===== src/rtl/dmem_ctrl_pkg.sv =====
// Shared types and default geometry for the data-memory sequencer/arbiter.
package dmem_ctrl_pkg;

    localparam int DEF_S    = 32;
    localparam int DEF_SIZE = 30;
    localparam int DEF_NREQ = 2;

    typedef enum logic [1:0] {
        ARB  = 2'd0,
        DUMP = 2'd1,
        DONE = 2'd2
    } state_t;

    // Width of a requester index; a single requester still needs one bit.
    function automatic int idx_width(input int n);
        return (n > 1) ? $clog2(n) : 1;
    endfunction

endpackage


===== src/rtl/dmem_rr_pick.sv =====
// Combinational round-robin picker: the search starts one past the last winner.
module dmem_rr_pick
    import dmem_ctrl_pkg::*;
#(
    parameter int NREQ = DEF_NREQ,
    parameter int IW   = idx_width(DEF_NREQ)
) (
    input  logic [NREQ-1:0] req_i,
    input  logic [IW-1:0]   last_i,
    output logic [NREQ-1:0] winner_o,
    output logic [IW-1:0]   idx_o,
    output logic            any_o
);

    logic [IW-1:0] cand;

    // NOTE: every output gets a default before the loop so no path leaves a latch.
    always_comb begin
        winner_o = '0;
        idx_o    = '0;
        any_o    = 1'b0;
        cand     = '0;
        for (int k = 1; k <= NREQ; k++) begin
            cand = IW'((int'(last_i) + k) % NREQ);
            if (!any_o && req_i[cand]) begin
                winner_o[cand] = 1'b1;
                idx_o          = cand;
                any_o          = 1'b1;
            end
        end
    end

endmodule


===== src/rtl/dmem_arbiter.sv =====
// Round-robin access arbiter in front of dmem_ram, with a switch-triggered
// full-memory dump that streams every word out in address order.
module dmem_arbiter
    import dmem_ctrl_pkg::*;
#(
    parameter int S    = DEF_S,
    parameter int SIZE = DEF_SIZE,
    parameter int NREQ = DEF_NREQ,
    parameter int AW   = $clog2(SIZE)
) (
    input  logic                   clk,
    input  logic                   rst_n,
    input  logic                   switchStart,
    input  logic [NREQ-1:0]        req,
    input  logic [NREQ-1:0]        req_we,
    input  logic [NREQ-1:0][S-1:0] req_addr,
    input  logic [NREQ-1:0][S-1:0] req_wd,
    output logic [NREQ-1:0]        gnt,
    output logic [NREQ-1:0]        rvalid,
    output logic [S-1:0]           rdata,
    output logic                   addr_err,
    output logic                   mem_we,
    output logic [S-1:0]           mem_address,
    output logic [S-1:0]           mem_wd,
    input  logic [S-1:0]           mem_rd,
    output logic                   dump_valid,
    output logic [AW-1:0]          dump_addr,
    output logic [S-1:0]           dump_data,
    output logic                   busy,
    output logic                   dump_done
);

    localparam int            IW     = idx_width(NREQ);
    localparam logic [S-1:0]  SIZE_W = S'(SIZE);
    localparam logic [AW-1:0] LAST_A = AW'(SIZE - 1);

    state_t          state_q, state_d;
    logic [AW-1:0]   cnt_q, cnt_d;
    logic [IW-1:0]   last_q, last_d;
    logic            sync1_q, sync2_q, sw_prev_q;
    logic [NREQ-1:0] gnt_q, gnt_d;
    logic            acc_we_q, acc_we_d;
    logic            addr_err_q, addr_err_d;
    logic            mem_we_q, mem_we_d;
    logic [S-1:0]    mem_address_q, mem_address_d;
    logic [S-1:0]    mem_wd_q, mem_wd_d;
    logic [NREQ-1:0] rvalid_q, rvalid_d;
    logic [S-1:0]    rdata_q, rdata_d;
    logic            dump_valid_q, dump_valid_d;
    logic [AW-1:0]   dump_addr_q, dump_addr_d;
    logic [S-1:0]    dump_data_q, dump_data_d;
    logic            dump_done_q, dump_done_d;

    logic [NREQ-1:0] pick_onehot;
    logic [IW-1:0]   pick_idx;
    logic            pick_any;
    logic            sw_edge;
    logic            grant_ok;
    logic            oor;

    // A requester holding its gnt this cycle is masked so it cannot win twice in a row.
    dmem_rr_pick #(
        .NREQ (NREQ),
        .IW   (IW)
    ) u_pick (
        .req_i    (req & ~gnt_q),
        .last_i   (last_q),
        .winner_o (pick_onehot),
        .idx_o    (pick_idx),
        .any_o    (pick_any)
    );

    assign sw_edge = sync2_q & ~sw_prev_q;

    // NOTE: state registers use non-blocking assignments so every flop samples pre-edge values.
    always_ff @(posedge clk) begin
        if (!rst_n) begin
            state_q       <= ARB;
            cnt_q         <= '0;
            last_q        <= IW'(NREQ - 1);
            sync1_q       <= 1'b0;
            sync2_q       <= 1'b0;
            sw_prev_q     <= 1'b0;
            gnt_q         <= '0;
            acc_we_q      <= 1'b0;
            addr_err_q    <= 1'b0;
            mem_we_q      <= 1'b0;
            mem_address_q <= '0;
            mem_wd_q      <= '0;
            rvalid_q      <= '0;
            rdata_q       <= '0;
            dump_valid_q  <= 1'b0;
            dump_addr_q   <= '0;
            dump_data_q   <= '0;
            dump_done_q   <= 1'b0;
        end else begin
            state_q       <= state_d;
            cnt_q         <= cnt_d;
            last_q        <= last_d;
            sync1_q       <= switchStart;
            sync2_q       <= sync1_q;
            sw_prev_q     <= sync2_q;
            gnt_q         <= gnt_d;
            acc_we_q      <= acc_we_d;
            addr_err_q    <= addr_err_d;
            mem_we_q      <= mem_we_d;
            mem_address_q <= mem_address_d;
            mem_wd_q      <= mem_wd_d;
            rvalid_q      <= rvalid_d;
            rdata_q       <= rdata_d;
            dump_valid_q  <= dump_valid_d;
            dump_addr_q   <= dump_addr_d;
            dump_data_q   <= dump_data_d;
            dump_done_q   <= dump_done_d;
        end
    end

    always_comb begin
        state_d       = state_q;
        cnt_d         = cnt_q;
        last_d        = last_q;
        gnt_d         = '0;
        acc_we_d      = acc_we_q;
        addr_err_d    = 1'b0;
        mem_we_d      = 1'b0;
        mem_address_d = mem_address_q;
        mem_wd_d      = mem_wd_q;
        rvalid_d      = '0;
        rdata_d       = '0;
        dump_valid_d  = 1'b0;
        dump_addr_d   = '0;
        dump_data_d   = '0;
        dump_done_d   = (state_q == DONE);
        grant_ok      = 1'b0;
        oor           = 1'b0;

        // A read granted last cycle completes in any state, including dump entry.
        if ((|gnt_q) && !acc_we_q) begin
            rvalid_d = gnt_q;
            rdata_d  = addr_err_q ? '0 : mem_rd;
        end

        case (state_q)
            ARB: begin
                if (sw_edge) begin
                    state_d       = DUMP;
                    cnt_d         = '0;
                    mem_address_d = '0;
                end else begin
                    grant_ok = pick_any;
                end
            end
            DUMP: begin
                dump_valid_d = 1'b1;
                dump_addr_d  = cnt_q;
                dump_data_d  = mem_rd;
                if (cnt_q == LAST_A) begin
                    state_d = DONE;
                end else begin
                    cnt_d         = cnt_q + AW'(1);
                    mem_address_d = S'(cnt_q + AW'(1));
                end
            end
            DONE: begin
                state_d  = ARB;
                cnt_d    = '0;
                grant_ok = pick_any;
            end
            default: state_d = ARB;
        endcase

        if (grant_ok) begin
            oor           = (req_addr[pick_idx] >= SIZE_W);
            gnt_d         = pick_onehot;
            last_d        = pick_idx;
            acc_we_d      = req_we[pick_idx];
            addr_err_d    = oor;
            mem_we_d      = req_we[pick_idx] & ~oor;
            mem_address_d = req_addr[pick_idx];
            mem_wd_d      = req_wd[pick_idx];
        end
    end

    assign gnt         = gnt_q;
    assign rvalid      = rvalid_q;
    assign rdata       = rdata_q;
    assign addr_err    = addr_err_q;
    assign mem_we      = mem_we_q;
    assign mem_address = mem_address_q;
    assign mem_wd      = mem_wd_q;
    assign dump_valid  = dump_valid_q;
    assign dump_addr   = dump_addr_q;
    assign dump_data   = dump_data_q;
    assign busy        = (state_q != ARB);
    assign dump_done   = dump_done_q;

endmodule


===== config.mk =====
export PLATFORM = sky130hd
export DESIGN_NAME = dmem_arbiter
export DESIGN_NICKNAME = d
export VERILOG_FILES = /design/src/rtl/dmem_ctrl_pkg.sv /design/src/rtl/dmem_rr_pick.sv /design/src/rtl/dmem_arbiter.sv
export SDC_FILE = /design/constraint.sdc
export NUM_CORES = 1
export LEC_CHECK = 0
export ABC_AREA = 1
export ABC_CLOCK_PERIOD_IN_PS = 1700
export BUFFER_PORTS_ARGS = -buffer_cell sky130_fd_sc_hd__buf_2
export CORE_MARGIN = 4
export CORE_UTILIZATION = 29
export CTS_CLUSTER_DIAMETER = 50
export DETAILED_ROUTE_END_ITERATION = 10
export HOLD_SLACK_MARGIN = 0.08
export SYNTH_ARGS = -nofsm -noshare
export SYNTH_HDL_FRONTEND = slang
export SYNTH_SLANG_ARGS = --single-unit

===== constraint.sdc =====
create_clock -name clk -period 1.7 [get_ports clk]
set_input_delay 0.085 -clock clk [delete_from_list [all_inputs] [get_ports clk]]
set_output_delay 0.085 -clock clk [all_outputs]
set_load 0.005 [all_outputs]

## Yosys cells after proc, flatten, opt, wreduce, memory -nomap -nowiden

Index checks and enable logic that the tools add are counted.

| storage, ports and cells | value |
|---|---|
| word-level logic and storage cells | 96 |
| memories kept | 0 |
| latch bits | 0 |
| memory bits (writable) | 0 |
| memory bits (read-only) | 0 |
| register bits after elaboration | 153 |

| cells by class | value |
|---|---|
| mux-type cells | 33 |
| div/mod/pow operators | 0 |
| reduce and logical (&&, ||, !) cells | 18 |
| equality and inequality tests | 8 |
| $add $sub $neg | 4 |
| bitwise operators | 9 |
| multiply operators | 0 |
| shifts and indexed selects | 0 |
| magnitude comparators | 6 |

Operators with widths:

| operator | count |
|---|---|
| 32-bit 2-to-1 mux | 7 |
| 32-bit one-hot mux with 2 select lines | 1 |
| 32-bit by 5-bit >= comparator with 1-bit output (second input constant) | 1 |
| 5-bit one-hot mux with 3 select lines | 1 |
| 1-bit 2-to-1 mux | 14 |
| 5-bit 2-to-1 mux | 2 |
| 2-bit 2-to-1 mux | 4 |
| 2-bit AND reduction | 4 |
| 5-bit by 1-bit adder with 6-bit output (second input constant) | 1 |
| 1-bit by 2-bit less-than comparator with 1-bit output (second input constant) | 3 |
| 2-bit != test (second input constant) | 3 |
| 3-bit != test (second input constant) | 2 |
| 3-bit AND reduction | 2 |
| 3-bit nonzero test | 2 |
| 5-bit by 1-bit adder with 5-bit output (second input constant) | 1 |
| 5-bit equality test (second input constant) | 1 |
| 1-bit logical AND | 4 |
| 1-bit NOT | 4 |
| 2-bit one-hot mux with 2 select lines | 1 |
| 3-bit OR reduction | 1 |
| 1-bit adder (second input constant) | 2 |
| 1-bit AND | 2 |
| 2-bit AND | 1 |
| 1-bit demux with 1-bit select | 2 |
| 10 further kinds | 12 |

## Depth between registers and ports, before layout

Gate-level depths: netlist of run 1.

| logic depth | value |
|---|---|
| depth after elaboration | 13 |
| gate-level depth with buffers | 12 |

## Cells and area by module

Synthesis of run 1 repeated with hierarchy kept, for this count alone.

| second synthesis, totals | value |
|---|---|
| cell total of the unflattened synthesis | 907 |
| area, all modules | 6337.3 um2 |

By module, submodules not included:

| module | cells each | area an instance (um2) | instances | sequential area each (um2) |
|---|---|---|---|---|
| dmem_arbiter | 900 | 6306.0 | 1 | 3062.9 |
| dmem_rr_pick | 7 | 31.3 | 1 | 0.0 |

## Least setup slack after synthesis of run 1

No wires, ideal clock.

| timing | value |
|---|---|
| path kind | reg-to-reg |
| start | register gnt_q[1] (netlist: gnt[1]) |
| end | register mem_wd_q[12] (netlist: mem_wd[12]) |
| cell stages (with the launch flop) | 12 |
| path slack | 0.297 ns |
| data required time | 1.580 ns |
| arrival time | 1.283 ns |
| library setup time | 0.120 ns |
| cell sequence | dfxtp_1 inv_1 nand2_1 nand2_1 inv_2 nor2_8 inv_4 nand2_2 inv_2 buf_6 a22oi_1 nand2_1 |

| on the way | value |
|---|---|
| cells in the longest elaborated chain, start to end | 10 |
| elaborated cells on any way between the ends | 16 |

RTL lines:

| element | RTL line | RTL |
|---|---|---|
| start: declaration | dmem_arbiter.sv:41 | `logic [NREQ-1:0] gnt_q, gnt_d;` |
| start signal: assignment | dmem_arbiter.sv:103 | `gnt_q <= gnt_d;` |
| 2-bit NOT * | dmem_arbiter.sv:66 | `.req_i (req & ~gnt_q),` |
| 2-bit AND * | dmem_arbiter.sv:66 |  |
| 1-bit 2-to-1 mux (implied by the code) (2 in a row) | dmem_rr_pick.sv:25 | `if (!any_o && req_i[cand]) begin` |
| 1-bit 2-to-1 mux | dmem_rr_pick.sv:25 |  |
| 1-bit zero test | dmem_rr_pick.sv:25 |  |
| 1-bit logical AND | dmem_rr_pick.sv:25 |  |
| 1-bit 2-to-1 mux | dmem_rr_pick.sv:25 |  |
| 1-bit 2-to-1 mux / 32-bit 2-to-1 mux (equally long branches) | dmem_arbiter.sv:145, dmem_arbiter.sv:180 |  |
| 1-bit one-hot mux with 2 select lines / 32-bit 2-to-1 mux (equally long branches) | dmem_arbiter.sv:143, dmem_arbiter.sv:180 |  |
| end signal: assignment | dmem_arbiter.sv:108 | `mem_wd_q <= mem_wd_d;` |
| end: declaration | dmem_arbiter.sv:46 | `logic [S-1:0] mem_wd_q, mem_wd_d;` |

Mark *: on every way between the ends. The rest lies on a longest branch, timed or not. The select of a mux whose other input is x is not followed.
A chain may end at the register's enable or synchronous reset.

## Worst setup path in the final report of run 1

| timing | value |
|---|---|
| start | register gnt_q[1] (netlist: gnt[1]) |
| end | register mem_wd_q[16] (netlist: mem_wd[16]) |

Same word-level chain as after synthesis.

==> out/metrics.csv, run 1 <==
stage;metric;value;unit
outcome;outcome;finished clean;
route;drc_errors;0;
route;first_pass_iters;4;
clock_network;clock_latency;410;ps
worst_hold_path;hold_path_class;primary input to flop;
timing;slew_headroom;72.27;%
layout;nets;1364;
worst_setup_path;cp-start-kind;flop;
synthesis;yosysTopAreaCell;dfxtp_1;
timing;worst_slew_pin_slew;416.0;ps
grt;grt_pass1_wl;30920;um
power;power_density;946.5;nW/um2
synthesis;ys_top_cells_by_count;nand2_1 (194), dfxtp_1 (153), nor2_1 (106);
clock_network;tritoncts;built;
placement;gp_congestion;0.8171;
route;viasPerCell;4.373;
layout;drive_gt1_share;33.47;%
synthesis;synth_cell_types;30;
run;drv_cap;0;
synthesis;syn-instance-count;741;
placement;io_buffers;308;
synthesis;yosys_warnings;0;
floorplanning;dieHeight;150.1;um
clock_network;root_buffer;clkbuf_16;
layout;antenna_cells;0;
timing;hold_violations;0;
worst_setup_path;crit_type;flop to flop;
timing;setup_viol;0;
timing;whs;96.03;ps
floorplanning;row_count;51;
synthesis;synth_most_common_cell;nand2_1;
worst_setup_path;path_max_fanout;34;
grt;gr-usage-all-layers;17.29;%
synthesis;syn_area;5858;um2
layout;layout-area-overhead-vs-synth;68.03;%
floorplanning;core_area;19650;um2
synthesis;synth_seq_cells;153;
route;vias;6437;
synthesis;synthTopCellsByArea;dfxtp_1 (52%), nand2_1 (12%), nor2_1 (6.8%);
floorplanning;die_area;22540;um2
synthesis;synth_top_area_share;52.29;%
timing;tns;0;ps
grt;grt_remaining_overflow;0;
worst_setup_path;r2r_cells;9;
synthesis;ys_async_sr_fraction;0;%
floorplanning;start_util;29.81;%
clock_network;clk_pin_slew;70;ps
grt;grt_pass1_vias;6415;
clock_network;cts.sinks;153;
route;routed_wl;20900;um
synthesis;ys.flop_type;dfxtp_1;
worst_setup_path;rrSetupSlack;120;ps
worst_setup_path;endpoint_kind;flop;
floorplanning;io_pins;309;
clock_network;ctsHtreeMaxLevel;4;
synthesis;ys_seq_area_share;52.29;%
synthesis;synth_edf_count;0;
placement;dp_hpwl;13780;um
synthesis;syn_nets;910;
worst_setup_path;critPathArrivalTime;1880;ps
floorplanning;die_w;150.1;um
route;antenna_left;0;
worst_hold_path;whs_path_depth;5;
worst_setup_path;cp.required;2000;ps
timing;fin_crit_sh;93.05;%
clock_network;cts_buffer_depth;2;
placement;dp_cells;1299;
timing;fin_crit;1582;ps
power;p_leak;5.172;nW
timing;clock.fmax;632.2;MHz
layout;layoutNonFillerInstCount;1472;
timing;slew_violations;0;
grt;grt_max_degree;35;
grt;antenna_found_initial;0;
timing;rsz0062_at_grt;no;
timing;skew;10.60;ps
route;first_iter_violations;246;
power;peakVddDrop;0.5672;mV
route;wl_per_cell;14.20;um
clock_network;cts_buffers;17;
synthesis;syn_area_per_cell;7.906;um2
[where the power goes]
part           internal, W  total [W]  switching [W]
clock network      0.00204    0.00361        0.00157
registers          0.00383    0.00395       0.000118
logic             0.000893    0.00176       0.000864
total              0.00677    0.00932        0.00255
[worst max-delay path, cell delays in order (launching register included)]
cell,delay (ps)
dfxtp_2,350
nor2_4,100
buf_12,140
nand2_8,80
clkbuf_16,160
inv_1,120
nor2_4,60
buf_12,160
a22oi_1,190
nand2_1,70
[state kept, by name (all words and copies together) (netlist names)]
register,cells
rvalid,2
dump_done,1
acc_we_q,1
mem_we,1
dump_data,32
gnt,2
state_q,2
sync1_q,1
sync2_q,1
dump_addr,5
mem_wd,32
addr_err,1
sw_prev_q,1
dump_valid,1
rdata,32
last_q,1
mem_address,32
cnt_q,5
[routing by layer]
metal  global-route usage [%]  wire [um]
met1                    19.71       8461
met2                    30.62      10410
met3                    4.365       1424
met4                    7.457        606
met5                        0          0
[final cells by class]
cell class	instances	area [um2]
fillers	1892	9811
well taps	265	331.6
clock buffers	17	425.4
flip-flops and latches	153	3065
inverters	88	332.8
clock inverters	14	135.1
repair buffers	469	3304
multi-input cells	466	2248
[timing repair]
action,4_1_cts,5_1_grt
buffers inserted,0,4
resized for setup,0,15
endpoints found under the hold margin,130,0
hold buffers,132,0
setup endpoints to repair,0,15
[kinds of logic after synthesis]
group | synth area share (%)
adders and majority gates | 0.4271
buffers and inverters | 10.25
AOI/OAI and AO/OA | 8.373
DFF | 52.29
and+or+nand+nor | 28.66
[placed cells by master (no fill, tap or decap), drive strengths merged, types with 4 or more instances in the layout]
master,netlist,final
buf,24,332
nand2,199,199
dfxtp,153,153
dlygate4sd3,0,132
nor2,113,113
inv,88,95
nand3,36,36
a21oi,35,35
nand3b,27,27
a22oi,26,26
clkbuf,10,22
o21ai,17,17
nor3,5,5
clkinv,0,4
[through the flow]
step | area (um2) | setup slack [ps] | util (%) | total power, W
3_5_place_dp | 7710 | 115.3 | 39.23 | 0.005405
5_1_grt | 9843 | 1.179 | 50.08 | 0.009776
3_3_place_gp | 7710 | 130.2 | 39.23 | 0.005399
4_1_cts | 9592 | 102.9 | 48.80 | 0.009314
2_1_floorplan | 5858 | 297.2 | - | 0.004760
6_report | 9843 | 118.2 | 50.08 | 0.009317
[final timing paths]
check,from,endpoint
hold / removal,req_addr[0],mem_address[0]$_SDFFE_PN0P_
setup / recovery,gnt[1]$_SDFF_PN0_,mem_wd[16]$_SDFFE_PN0P_
setup reg to reg,gnt[1]$_SDFF_PN0_,mem_wd[16]$_SDFFE_PN0P_
hold reg to reg,sync1_q$_SDFF_PN0_,sync2_q$_SDFF_PN0_
(Power assumes the default switching activity.)
==> run 2: changes to the inputs <==
Settings changed: CELL_PAD_IN_SITES_DETAIL_PLACEMENT set to 2, CELL_PAD_IN_SITES_GLOBAL_PLACEMENT set to 2, CORE_UTILIZATION 29 to 23, PLACE_DENSITY_LB_ADDON set to 0.1.
==> out/metrics.csv, run 2 (synthesis gave the netlist of run 1 again) <==
stage;metric;value;unit;change
worst_setup_path;max_stage_delay;350;ps;about the same
grt;gr-usage-all-layers;18.74;%;+1.4 points
floorplanning;core_area;25110;um2;+28%
worst_hold_path;hold_end;mem_address[20]$_SDFFE_PN0P_;;
worst_hold_path;whs_path_depth;4;;-1
power;total_power;0.009751;W;+4.7%
placement;dp_hpwl;17800;um;+29%
timing;fin_crit_sh;92.82;%;-0.23 points
power;p_leak;5.139;nW;-0.63%
clock_network;cts_buffer_depth;2;;unchanged
placement;gp_congestion;0.7407;;-9.4%
clock_network;tritoncts;built;;
worst_setup_path;endpoint_kind;flop;;
timing;setup_viol;0;;unchanged
placement;io_buffers;308;;unchanged
run;drv_cap;0;;unchanged
floorplanning;start_util;23.33;%;-6.5 points
clock_network;root_buffer;clkbuf_16;;
worst_setup_path;path_max_fanout;18;;-47%
layout;drive_gt1_share;33.22;%;-0.25 points
worst_setup_path;crit_type;flop to flop;;
worst_setup_path;cp-start-kind;flop;;
power;combPwrFrac;18.4;%;-0.5 points
worst_hold_path;hold_path_class;primary input to flop;;
clock_network;clock_latency;430;ps;+20 ps
clock_network;cts.sinks;153;;unchanged
route;vias;6615;;+2.8%
grt;grt_pass1_vias;7548;;+18%
worst_setup_path;cp.required;2010;ps;about the same
worst_setup_path;path_common_cell;nor2_4;;
worst_setup_path;r2r_cells;8;;-1
worst_setup_path;critPathSlowestCell;dfxtp_1;;
grt;antenna_found_initial;3;;+3
layout;final_area;9847;um2;about the same
worst_setup_path;crit_chain;nor2_4, nand2_4, buf_12, inv_1, nor2_4, buf_4, a22oi_1, nand2_1;;
worst_setup_path;r2r-start;gnt[1]$_SDFF_PN0_;;
route;first_pass_iters;6;;+2
route;first_iter_violations;228;;-7.3%
route;viasPerCell;4.315;;-1.3%
grt;grt_max_degree;34;;-2.9%
floorplanning;dieHeight;167.6;um;+12%
placement;place_area;7821;um2;+1.4%
outcome;outcome;finished clean;;
power;intPower;0.006819;W;+0.77%
layout;fillerInstances;2880;;+52%
timing;slew_violations;0;;unchanged
worst_setup_path;rrSetupSlack;120;ps;about the same
power;p_sw;0.002932;W;+15%
route;antenna_left;0;;unchanged
power;power_frac_clock;41.1;%;+2.3 points
route;routed_wl;27110;um;+30%
clock_network;ctsHtreeMaxLevel;4;;unchanged
grt;grt_remaining_overflow;0;;unchanged
timing;rsz0062_at_grt;yes;;
clock_network;clk_pin_slew;80;ps;about the same
grt;grt_pass1_wl;41860;um;+35%
route;drc_errors;0;;unchanged
floorplanning;die_w;167.6;um;+12%
power;power_density;990.3;nW/um2;+4.6%
route;wl_per_cell;17.68;um;+25%
layout;final_common_cell;buf_2;;
timing;hold_violations;0;;unchanged
timing;clock.fmax;633.7;MHz;+0.24%
timing;fin_crit;1578;ps;-3.835 ps
worst_setup_path;r2r-end;mem_wd[20]$_SDFFE_PN0P_;;
timing;slew_headroom;69.46;%;-2.8 points
power;power_frac_seq;40.5;%;-1.9 points
floorplanning;die_area;28090;um2;+25%
layout;layout-area-overhead-vs-synth;68.09;%;about the same
layout;final_cell_mix;buf_2 (308), nand2_1 (192), dfxtp_1 (153);;
floorplanning;io_pins;309;;unchanged
floorplanning;row_count;58;;+14%
worst_hold_path;hold_path.startpoint;req_addr[52];;
timing;worst_slew_pin_slew;458.1;ps;+42.11 ps
power;peakVddDrop;0.6278;mV;+11%
clock_network;cts_buffers;17;;unchanged
layout;nets;1357;;-0.51%
power;swShare;30.07;%;+2.7 points
timing;skew;14.20;ps;+3.600 ps
worst_setup_path;critPathArrivalTime;1890;ps;about the same
[run 2: cell types whose count changed in the layout (fill, tap and decap cells not counted), sizes merged]
cell         delta
dlygate4sd3     -4
clkbuf          -3
diode           +2
clkinv          +1
[run 2: critical path: cells and delay by family, from the launching register on]
| family | cells | cell delay [ps] |
|---|---|---|
| AO/OA/AOI/OAI | 1 | 180 |
| buffers and inverters | 3 | 480 |
| flip-flops | 1 | 350 |
| AND/OR/NAND/NOR | 4 | 430 |
[run 2: worst max-delay path by stage]
stage | startpoint | endpoint | slack [ps] | depth (start not counted)
final | gnt[1]$_SDFF_PN0_ | mem_wd[20]$_SDFFE_PN0P_ | 120 | 8
after floorplan | gnt[1]$_SDFF_PN0_ | mem_wd[12]$_SDFFE_PN0P_ | 300 | 11
after detailed placement | gnt[0]$_SDFF_PN0_ | mem_we$_SDFF_PN0_ | 100 | 12
after global routing | gnt[0]$_SDFF_PN0_ | mem_we$_SDFF_PN0_ | -3 | 12
after global placement | gnt[0]$_SDFF_PN0_ | mem_we$_SDFF_PN0_ | 100 | 12
after CTS | gnt[0]$_SDFF_PN0_ | mem_we$_SDFF_PN0_ | 70 | 12
[run 2: final cells by class]
| type | count | area (um2) | share of cell area [%] |
|---|---|---|---|
| sequential | 153 | 3063 | 31.11 |
| clock inverter | 15 | 197.7 | 2.008 |
| timing repair buffer | 462 | 3166 | 32.15 |
| multi-input combinational | 466 | 2245 | 22.80 |
| inverter | 88 | 332.8 | 3.380 |
| tap | 330 | 412.9 | 4.193 |
| antenna | 2 | 5.005 | 0.05083 |
| clock buffer | 17 | 425.4 | 4.320 |
[run 2: timing repair]
item	CTS	global route
resized for setup	0	12
endpoints found under the hold margin	121	0
hold buffers	128	0
setup endpoints to repair	0	35
setup buffers	0	1
[run 2: per-stage QoR]
stage | instances | util (%) | hold slack, ps | setup WS [ps] | setup TNS, ps
global placement | 1368 | 31.15 | 278.5 | 102.2 | 0
global route | 1532 | 39.21 | 128.2 | -2.619 | -3.000
finish | 1533 | 39.22 | 95.01 | 122.0 | 0
CTS | 1528 | 38.73 | 80.56 | 66.43 | 0
detailed placement | 1368 | 31.15 | 286.9 | 95.17 | 0
floorplan | 741 | - | 182.6 | 297.2 | 0
[run 2: power by group through the flow]
stage | combinational [W] | clock [W] | sequential [W]
4_1_cts | 0.00174 | 0.00417 | 0.00394
2_1_floorplan | 0.000720 | 0 | 0.00404
3_3_place_gp | 0.00147 | 0 | 0.00402
3_5_place_dp | 0.00149 | 0 | 0.00402
5_1_grt | 0.00199 | 0.00432 | 0.00398
6_report | 0.00179 | 0.00401 | 0.00395
[run 2: metal layers]
metal	GRT usage [%]	share of wire (%)
met1	21.42	41
met2	33.61	50
met3	4.603	5.5
met4	7.269	3.0
met5	0	0.070
==> run 3: changes to the inputs <==
Settings changed: ABC_CLOCK_PERIOD_IN_PS 1700 to 1400, BUFFER_PORTS_ARGS -buffer_cell sky130_fd_sc_hd__buf_2 to -buffer_cell sky130_fd_sc_hd__clkbuf_2, CORE_UTILIZATION 23 to 21.
Clock period 1.7 ns to 1.4 ns, I/O delays scaled along.
==> out/metrics.csv, run 3 (synthesis gave the netlist of run 1 again) <==
stage;metric;value;unit;change
timing;fin_ws;-277.1;ps;-399.1 ps
power;p_sw;0.004104;W;+40%
layout;final_cell_mix;clkbuf_2 (307), dfxtp_1 (147), nand2_1 (124);;
clock_network;clk_pin_slew;70;ps;about the same
timing;setup_viol;71;;+71
route;wl_per_cell;18.53;um;+4.8%
worst_setup_path;cp.required;1760;ps;-250 ps
placement;gp_congestion;0.7516;;+1.5%
floorplanning;die_area;30630;um2;+9.1%
grt;grt_max_degree;34;;unchanged
timing;rsz0062_at_grt;yes;;
clock_network;root_buffer;clkbuf_16;;
floorplanning;die_w;175.0;um;+4.4%
timing;slew_violations;0;;unchanged
route;drc_errors;0;;unchanged
route;first_pass_iters;4;;-2
floorplanning;core_area;27180;um2;+8.2%
timing;worst_slew_pin_slew;410.9;ps;-47.22 ps
timing;fin_crit;1677;ps;+99.13 ps
floorplanning;io_pins;309;;unchanged
power;swShare;31.47;%;+1.4 points
clock_network;ctsHtreeMaxLevel;4;;unchanged
power;p_leak;5.901;nW;+15%
timing;skew;19.17;ps;+4.969 ps
timing;clock.fmax;596.3;MHz;-5.9%
worst_setup_path;rrSetupSlack;-280;ps;-400 ps
run;drv_cap;0;;unchanged
timing;tns;-12210;ps;-12210 ps
route;viasPerCell;4.273;;-0.97%
worst_setup_path;path_max_fanout;6;;-12
layout;final_common_cell;clkbuf_2;;
floorplanning;dieHeight;175.0;um;+4.4%
worst_setup_path;critPathArrivalTime;2040;ps;+150 ps
route;vias;7145;;+8.0%
clock_network;cts_buffer_depth;2;;unchanged
power;combPwrFrac;24.9;%;+6.5 points
route;antenna_left;0;;unchanged
clock_network;clock_latency;440;ps;about the same
grt;grt_remaining_overflow;0;;unchanged
timing;hold_violations;0;;unchanged
worst_setup_path;endpoint_kind;flop;;
clock_network;cts_buffers;17;;unchanged
grt;antenna_found_initial;3;;unchanged
placement;dp_hpwl;19190;um;+7.8%
power;power_frac_clock;37.9;%;-3.2 points
layout;layoutNonFillerInstCount;1672;;+9.1%
power;peakVddDrop;0.7428;mV;+18%
timing;slew_headroom;72.61;%;+3.1 points
timing;fin_crit_sh;119.8;%;+27 points
worst_setup_path;cp-start-kind;flop;;
outcome;outcome;complete, but fails checks;;
power;intPower;0.008939;W;+31%
layout;nets;1453;;+7.1%
layout;layout-area-overhead-vs-synth;100.9;%;
layout;drive_gt1_share;51.27;%;+18 points
power;power_frac_seq;37.1;%;-3.4 points
floorplanning;start_util;21.56;%;-1.8 points
clock_network;cts.sinks;153;;unchanged
outcome;violations;setup timing;;
route;routed_wl;30990;um;+14%
power;power_density;1108;nW/um2;+12%
placement;io_buffers;308;;unchanged
grt;gr-usage-all-layers;19.19;%;+0.45 points
grt;grt_pass1_vias;8107;;+7.4%
grt;grt_pass1_wl;46030;um;+10%
floorplanning;row_count;60;;+3.4%
clock_network;tritoncts;built;;
worst_setup_path;crit_type;flop to flop;;
worst_hold_path;hold_path_class;primary input to flop;;
route;first_iter_violations;246;;+7.9%
placement;dp_cells;1472;;+7.6%
==> run 3: metrics by stage <==
| stage | utilization (%) | power (W) | setup slack [ps] | cell area [um2] | hold slack [ps] |
|---|---|---|---|---|---|
| 6_report | 43.31 | 0.01304 | -277.1 | 11770 | 94.74 |
| 5_1_grt | 43.31 | 0.01371 | -370.6 | 11770 | 83.17 |
| 4_1_cts | 41.05 | 0.01282 | -236.4 | 11160 | 82.31 |
| 3_5_place_dp | 30.73 | 0.006929 | -230.6 | 8352 | 262.6 |
| 3_3_place_gp | 30.73 | 0.006899 | -182.0 | 8352 | 257.0 |
| 2_1_floorplan | - | 0.005779 | 17.22 | 5858 | 167.6 |
==> run 3: timing repair <==
action	4_1_cts	5_1_grt
hold buffers	116	0
endpoints found under the hold margin	114	0
setup endpoints to repair	99	94
setup buffers	29	10
pin swaps	28	50
resized for setup	141	130
gates cloned	10	5
==> run 3: worst paths after layout <==
kind,from,to,cells after the start
min,req_addr[43],mem_address[11]$_SDFFE_PN0P_,4
max,gnt[1]$_SDFF_PN0_,mem_we$_SDFF_PN0_,11
min reg2reg,sync1_q$_SDFF_PN0_,sync2_q$_SDFF_PN0_,2
max reg2reg,gnt[1]$_SDFF_PN0_,mem_we$_SDFF_PN0_,11
==> run 3: metal layers <==
layer,GRT usage [%],vias up,wire length [um]
li1,-,3419,-
met1,21.42,3451,12140
met2,35.21,227,16240
met3,5.560,48,1703
met4,5.859,0,900
met5,0,-,0
==> run 3: worst max-delay path: stages (launching register included) <==
cell,delay (ps)
dfxtp_2,340
nor2_4,110
buf_6,130
nand2_8,90
clkbuf_16,180
o21ai_2,150
nand2_1,100
nor2_2,110
nand2_2,100
nor2_4,120
nand2_2,70
nor2_2,100
==> run 3: cell type report <==
class	count	area, um2
fillers	3022	15410
repair buffers	558	4302
flip-flops and latches	153	3073
multi-input cells	466	2939
well taps	372	465.4
clock buffers	17	425.4
inverters	88	352.8
clock inverters	15	203.9
diodes	3	7.507
==> run 3: power by group through the flow <==
stage / clock network [W] / logic, W / registers (W)
after floorplan: 0 / 0.000873 / 0.00491
after global placement: 0 / 0.00201 / 0.00489
after detailed placement: 0 / 0.00203 / 0.00490
after CTS: 0.00507 / 0.00292 / 0.00482
after global routing: 0.00531 / 0.00352 / 0.00488
final: 0.00495 / 0.00325 / 0.00484
